**config.mk**
```make
export PLATFORM = sky130hd
export DESIGN_NAME = imem_loader
export DESIGN_NICKNAME = d
export VERILOG_FILES = /design/src/rtl/imem_loader_pkg.sv /design/src/rtl/loader_byte_packer.sv /design/src/rtl/imem_loader.sv
export SDC_FILE = /design/constraint.sdc
export NUM_CORES = 1
export LEC_CHECK = 0
export CORE_ASPECT_RATIO = 1.5
export CORE_MARGIN = 2
export CORE_UTILIZATION = 40
export CTS_CLUSTER_SIZE = 10
export DETAILED_ROUTE_END_ITERATION = 10
export PLACE_DENSITY = 0.65
export SLEW_MARGIN = 20
export SYNTH_ARGS = -nofsm -noshare
export SYNTH_HDL_FRONTEND = slang
export SYNTH_SLANG_ARGS = --single-unit
```
**constraint.sdc**
```tcl
create_clock -name SYS_clk -period 2.6 [get_ports SYS_clk]
set_input_delay 0.52 -clock SYS_clk [delete_from_list [all_inputs] [get_ports SYS_clk]]
set_output_delay 0.52 -clock SYS_clk [all_outputs]
set_load 0.03 [all_outputs]
```
**src/rtl/imem_loader_pkg.sv**
```systemverilog
// Shared processor definitions used by the instruction-memory loader:
// loader FSM state encodings, checksum width and checksum fold helper.
package imem_loader_pkg;

  localparam int CHK_W = 8;

  typedef enum logic [2:0] {
    LD_IDLE    = 3'd0,
    LD_COLLECT = 3'd1,
    LD_WRITE   = 3'd2,
    LD_CHECK   = 3'd3,
    LD_DONE    = 3'd4
  } ld_state_e;

  // Running XOR checksum: fold one more byte into the accumulator.
  function automatic logic [CHK_W-1:0] chk_fold(input logic [CHK_W-1:0] acc,
                                                input logic [CHK_W-1:0] data);
    return acc ^ data;
  endfunction

endpackage

```
**src/rtl/loader_byte_packer.sv**
```systemverilog
// Big-endian 4-byte word assembler with byte counter and XOR checksum
// accumulator for the instruction-memory loader.
module loader_byte_packer
  import imem_loader_pkg::*;
(
  input  logic             SYS_clk,
  input  logic             SYS_reset,
  input  logic             clear,
  input  logic             take,
  input  logic [7:0]       byte_in,
  output logic [31:0]      word_nxt,
  output logic             last_byte,
  output logic [CHK_W-1:0] chk_acc
);

  logic [23:0]      shift_r;
  logic [1:0]       byte_idx_r;
  logic [CHK_W-1:0] acc_r;

  // Earlier bytes sit in the upper lanes, so the 4th byte completes the word.
  assign word_nxt  = {shift_r, byte_in};
  assign last_byte = (byte_idx_r == 2'd3);
  assign chk_acc   = acc_r;

  // Shift register, byte index and checksum update on each accepted byte.
  always_ff @(posedge SYS_clk) begin
    if (SYS_reset) begin
      shift_r    <= 24'h00_0000;
      byte_idx_r <= 2'd0;
      acc_r      <= {CHK_W{1'b0}};
    end else if (clear) begin
      shift_r    <= 24'h00_0000;
      byte_idx_r <= 2'd0;
      acc_r      <= {CHK_W{1'b0}};
    end else if (take) begin
      shift_r    <= word_nxt[23:0];
      byte_idx_r <= byte_idx_r + 2'd1;
      acc_r      <= chk_fold(acc_r, byte_in);
    end else begin
      shift_r    <= shift_r;
      byte_idx_r <= byte_idx_r;
      acc_r      <= acc_r;
    end
  end

endmodule

```
**src/rtl/imem_loader.sv**
```systemverilog
// Byte-stream instruction-memory loader: assembles big-endian words, writes
// them to consecutive IMEM addresses and verifies a trailing XOR checksum.
module imem_loader
  import imem_loader_pkg::*;
#(
  parameter logic [31:0] ADDR_BASE = 32'h0000_0000,
  parameter int          CNT_W     = 8
) (
  input  logic             SYS_clk,
  input  logic             SYS_reset,
  input  logic             LD_start,
  input  logic [CNT_W-1:0] LD_word_count,
  input  logic             LD_byte_valid,
  input  logic [7:0]       LD_byte,
  output logic             LD_byte_ready,
  output logic             IMEM_wr_en,
  output logic [31:0]      IMEM_wr_addr,
  output logic [31:0]      IMEM_wr_data,
  output logic             LD_busy,
  output logic             LD_done,
  output logic             LD_error
);

  ld_state_e        state_r;
  ld_state_e        state_nxt_s;
  logic [CNT_W-1:0] count_r;
  logic [CNT_W-1:0] word_idx_r;
  logic [CNT_W-1:0] word_idx_inc_s;
  logic             start_ok_s;
  logic             xfer_s;
  logic             take_s;
  logic             last_byte_s;
  logic             last_word_s;
  logic [31:0]      word_nxt_s;
  logic [CHK_W-1:0] chk_acc_s;
  logic             ready_nxt_s;
  logic             busy_nxt_s;
  logic             wr_en_nxt_s;
  logic             done_nxt_s;

  assign start_ok_s     = (state_r == LD_IDLE) && LD_start;
  assign xfer_s         = LD_byte_valid && LD_byte_ready;
  assign take_s         = xfer_s && (state_r == LD_COLLECT);
  assign word_idx_inc_s = word_idx_r + CNT_W'(1'b1);
  assign last_word_s    = (word_idx_inc_s == count_r);

  loader_byte_packer u_packer (
    .SYS_clk   (SYS_clk),
    .SYS_reset (SYS_reset),
    .clear     (start_ok_s),
    .take      (take_s),
    .byte_in   (LD_byte),
    .word_nxt  (word_nxt_s),
    .last_byte (last_byte_s),
    .chk_acc   (chk_acc_s)
  );

  // FSM state register.
  always_ff @(posedge SYS_clk) begin
    if (SYS_reset) begin
      state_r <= LD_IDLE;
    end else begin
      state_r <= state_nxt_s;
    end
  end

  // FSM next-state logic.
  always_comb begin
    state_nxt_s = state_r;
    case (state_r)
      LD_IDLE: begin
        if (!LD_start) begin
          state_nxt_s = LD_IDLE;
        end else if (LD_word_count == {CNT_W{1'b0}}) begin
          state_nxt_s = LD_CHECK;
        end else begin
          state_nxt_s = LD_COLLECT;
        end
      end
      LD_COLLECT: begin
        if (take_s && last_byte_s) begin
          state_nxt_s = LD_WRITE;
        end else begin
          state_nxt_s = LD_COLLECT;
        end
      end
      LD_WRITE: begin
        if (last_word_s) begin
          state_nxt_s = LD_CHECK;
        end else begin
          state_nxt_s = LD_COLLECT;
        end
      end
      LD_CHECK: begin
        if (xfer_s) begin
          state_nxt_s = LD_DONE;
        end else begin
          state_nxt_s = LD_CHECK;
        end
      end
      LD_DONE: state_nxt_s = LD_IDLE;
      default: state_nxt_s = LD_IDLE;
    endcase
  end

  // Output decode from the upcoming state so every strobe is a flop output.
  always_comb begin
    ready_nxt_s = 1'b0;
    busy_nxt_s  = 1'b0;
    wr_en_nxt_s = 1'b0;
    done_nxt_s  = 1'b0;
    case (state_nxt_s)
      LD_IDLE: begin
        busy_nxt_s = 1'b0;
      end
      LD_COLLECT: begin
        ready_nxt_s = 1'b1;
        busy_nxt_s  = 1'b1;
      end
      LD_WRITE: begin
        busy_nxt_s  = 1'b1;
        wr_en_nxt_s = 1'b1;
      end
      LD_CHECK: begin
        ready_nxt_s = 1'b1;
        busy_nxt_s  = 1'b1;
      end
      LD_DONE: begin
        busy_nxt_s = 1'b1;
        done_nxt_s = 1'b1;
      end
      default: begin
        busy_nxt_s = 1'b0;
      end
    endcase
  end

  // Registered control outputs.
  always_ff @(posedge SYS_clk) begin
    if (SYS_reset) begin
      LD_byte_ready <= 1'b0;
      LD_busy       <= 1'b0;
      IMEM_wr_en    <= 1'b0;
      LD_done       <= 1'b0;
    end else begin
      LD_byte_ready <= ready_nxt_s;
      LD_busy       <= busy_nxt_s;
      IMEM_wr_en    <= wr_en_nxt_s;
      LD_done       <= done_nxt_s;
    end
  end

  // Write address/data captured as the 4th byte lands, then held.
  always_ff @(posedge SYS_clk) begin
    if (SYS_reset) begin
      IMEM_wr_addr <= 32'h0000_0000;
      IMEM_wr_data <= 32'h0000_0000;
    end else if (take_s && last_byte_s) begin
      IMEM_wr_addr <= ADDR_BASE + 32'({word_idx_r, 2'b00});
      IMEM_wr_data <= word_nxt_s;
    end else begin
      IMEM_wr_addr <= IMEM_wr_addr;
      IMEM_wr_data <= IMEM_wr_data;
    end
  end

  // Latched word count and word index.
  always_ff @(posedge SYS_clk) begin
    if (SYS_reset) begin
      count_r    <= {CNT_W{1'b0}};
      word_idx_r <= {CNT_W{1'b0}};
    end else if (start_ok_s) begin
      count_r    <= LD_word_count;
      word_idx_r <= {CNT_W{1'b0}};
    end else if (state_r == LD_WRITE) begin
      count_r    <= count_r;
      word_idx_r <= word_idx_inc_s;
    end else begin
      count_r    <= count_r;
      word_idx_r <= word_idx_r;
    end
  end

  // Sticky checksum error, cleared only by an accepted start.
  always_ff @(posedge SYS_clk) begin
    if (SYS_reset) begin
      LD_error <= 1'b0;
    end else if (start_ok_s) begin
      LD_error <= 1'b0;
    end else if ((state_r == LD_CHECK) && xfer_s && (LD_byte != chk_acc_s)) begin
      LD_error <= 1'b1;
    end else begin
      LD_error <= LD_error;
    end
  end

endmodule

```
==> metrics.md <==
| Metric | Value |
|---|---|
| Status | `finished clean` |
| Clk network pwr share | `43.4%` |
| Gr ovfl total | `0` |
| Avg Vias per Cell | `4.901` |
| Post-synth EDFFs | `0` |
| Syn Area/Cell | `between 8 and 9 um2` |
| Sequential fraction of the synthesis area | `47.54%` |
| Slew @ Worst Pin | `0.5304 ns` |
| Initial antenna violation count | `0` |
| # clock sinks | `98` |
| Clock Skew | `about 0.0070 ns` |
| Synth warn | `0` |
| Slew Limit Headroom | `64.59%` |
| Cell row count | `45` |
| CTS tree | `built` |
| Buffers on Ports | `64` |
| Hold crit path type | `flip-flop to flip-flop` |
| FF/Latch Area | `0.001962 mm2` |
| First-pass GRT wire length | `14410 um` |
| Pleak | `1.753 nW` |
| Crit path required time | `roughly 2.9 ns` |
| Nets | `566` |
| RePlAce Congestion | `0.7683` |
| Fmax | `between 400 and 500 MHz` |
| Post-Syn Area | `just over 0.004 mm2` |
| CP startpoint kind | `flip-flop` |
| Fin. Hold Viols | `0` |
| Switching share of power | `around a quarter` |
| Post-synth cell types | `45` |
| Drt first pass iters | `4` |
| Area growth syn-to-layout | `20.86%` |
| Post-CTS Repair Setup Buffers | `0` |
| # setup viols final | `0` |
| Post-route non-filler standard cell count | `665` |
| CP Max Fanout | `9` |
| Drt wl/cell | `between 10 and 15 um` |
| Starting density of the core | `40.94%` |
| Crit path cell chain | `ha_1, a31o_2, a21boi_0, a2111oi_2, a31oi_1, nor3_2` |
| Antenna diode count | `0` |
| Post-CTS Hold Fix Bufs | `0` |
| CTS root buf | `clkbuf_16` |
| RSZ-0062 raised after global routing | `false` |
| Max Cap Viol | `0` |
| # H-tree levels | `3` |
| Crit Path Class | `flip-flop to flip-flop` |
| All-Layer GR Usage | `16.30%` |
| Final WL | `8548 um` |
| Layout cells sized above 1 | `under 10%` |
| Net Sw Power | `between 0.7 and 0.8 mW` |
| Ports | `89` |
| Top_reg_cell synth | `dfxtp_1` |
| Crit path DAT | `2.29 ns` |
| Vias in the first global route | `approximately 3000` |
| Core ar. | `0.01008 mm2` |
| Inst Count DP | `between 600 and 700` |
| Clk_lat worst skew | `0.35 ns` |
| Die height | `128.4 um` |
| Pint | `~2.3 mW` |
| FF+latch count, synth | `98` |
| Clock-pin slew on the worst setup and hold paths | `0.06 ns` |
| ANT nets after route | `0` |
| Die area | `around 0.011 mm2` |
| Fill cells | `991` |
| Iter 0 DRT Violations | `~150` |
| Clk buf depth | `2` |
| Clock buffer count from CTS | `9` |
| Crit end category | `flip-flop` |
| HPWL reported at the end of detailed placement | `6014 um` |
| Comb pwr share | `6.2%` |
| Largest net degree at the start of global routing | `41` |
| Die width | `86.93 um` |
| Post-CTS sizing | `0` |
| Peak VDD IR | `approximately 390 uV` |
| Pwr dens | `608.5 mW/mm2` |
| Vias | `around 3300` |
| Gate Count Post-Synth | `495` |
| Final worst-path cycle share | `77.63%` |
| Setup TNS | `0 ns` |
| Slew Viols, Final | `0` |
| Multi-input logic area | `approximately 0.0019 mm2` |
| Flop pwr share | `50.4%` |
| Crit-path slowest cell | `dfxtp_1` |
| DR DRC count | `0` |
| CP peak stage delay | `approximately 0.53 ns` |
| Tmin final | `2.018 ns` |
| Ys async rst share | `0%` |
==> kinds of logic (layout without fill, tap and decap cells) <==
group,after synthesis,after routing,share of synthesized area (%)
buf+inv,60,90,9.370
mux,1,1,0.2426
fa+ha+maj,2,2,0.6063
flops,98,98,47.54
simple gates,210,210,23.17
xor+xnor,29,29,6.489
other cells,1,24,0.09088
compound gates,94,94,12.49
==> synth_stat cells (2+ instances only) <==
cell / count / share of area (%)
buf_2: 9 / 1.1
nand4_1: 6 / 0.91
clkbuf_1: 16 / 1.5
xnor2_1: 3 / 0.64
a31oi_1: 3 / 0.45
o21ai_0: 2 / 0.24
or3_1: 2 / 0.30
and3_1: 2 / 0.30
ha_1: 2 / 0.61
o21a_1: 3 / 0.55
dfxtp_1: 98 / 48
nor3_1: 3 / 0.36
a21oi_1: 77 / 9.3
and4_1: 2 / 0.42
buf_4: 26 / 4.7
buf_6: 7 / 1.9
nand2_1: 152 / 14
nor4_1: 6 / 0.91
nand2b_1: 2 / 0.30
xor2_1: 25 / 5.3
nand3_1: 3 / 0.36
inv_1: 2 / 0.18
nor2_1: 21 / 1.9
nor2b_1: 2 / 0.30
==> per-stage QoR <==
step / area, um2 / hold slack, ns / worst slack, ns / utilization [%] / total power, mW
floorplan: 4213 / 0.4322 / 0.8615 / - / 1.716
global placement: 4696 / 0.4401 / 0.3014 / 46.59 / 1.748
detailed placement: 4696 / 0.4469 / 0.2469 / 46.59 / 1.750
CTS: 4987 / 0.4548 / 0.5795 / 49.48 / 3.065
global route: 4987 / 0.4678 / 0.4263 / 49.48 / 3.136
finish: 4987 / 0.4526 / 0.5817 / 49.48 / 3.035
==> cells in the final DEF, fill, tap and decap left out, drive strengths merged, types with 10 or more instances in the layout <==
cell / synthesis / routed
xor2: 25 / 25
clkdlybuf4s50: 0 / 63
clkbuf: 16 / 10
conb: 1 / 24
nor2: 22 / 22
dfxtp: 98 / 98
a21oi: 77 / 77
buf: 42 / 10
nand2: 152 / 152
==> worst max-delay path, delay by kind of cell, from the launching register on <==
| family | cells | cell delay, ns |
|---|---|---|
| adder cells (fa/ha/maj) | 1 | 0.41 |
| AND/OR/NAND/NOR | 1 | 0.18 |
| AO/OA/AOI/OAI | 4 | 0.82 |
| flip-flops | 1 | 0.53 |
==> worst paths after layout <==
kind                        start         endpoint  slack (ns)  depth (start not counted)
setup / recovery    word_idx_r[0]       IMEM_wr_en        0.58                          6
hold / removal    IMEM_wr_addr[9]  IMEM_wr_addr[9]        0.45                          2
setup reg to reg    word_idx_r[0]       IMEM_wr_en        0.58                          6
hold reg to reg   IMEM_wr_addr[9]  IMEM_wr_addr[9]        0.45                          2
==> layout make-up <==
type	count	share of cell area (%)
clock buffer	10	4.591
clock inverter	5	1.254
tap	117	2.935
timing repair buffer	73	14.35
sequential	98	39.34
multi-input combinational	360	37.38
inverter	2	0.1505
==> routing by layer <==
| metal | GRT usage [%] | part of all wire (%) |
|---|---|---|
| met5 | 0 | 0 |
| met3 | 2.951 | 3.6 |
| met1 | 20.06 | 45 |
| met2 | 27.26 | 49 |
| met4 | 7.721 | 2.2 |
==> sequential cells by signal (all words and copies together) (netlist names), 2 cells and up <==
signal,flops
IMEM_wr_addr,8
IMEM_wr_data,32
count_r,8
state_r,3
u_packer.byte_idx_r,2
u_packer.chk_acc,8
u_packer.shift_r,24
word_idx_r,8
==> power by group through the flow <==
stage	clock, mW	combinational [mW]	sequential (mW)
after floorplan	0	0.154	1.56
final	1.32	0.188	1.53
after CTS	1.35	0.188	1.53
after detailed placement	0	0.187	1.56
after global routing	1.40	0.205	1.53
after global placement	0	0.186	1.56
(Power assumes the default switching activity.)
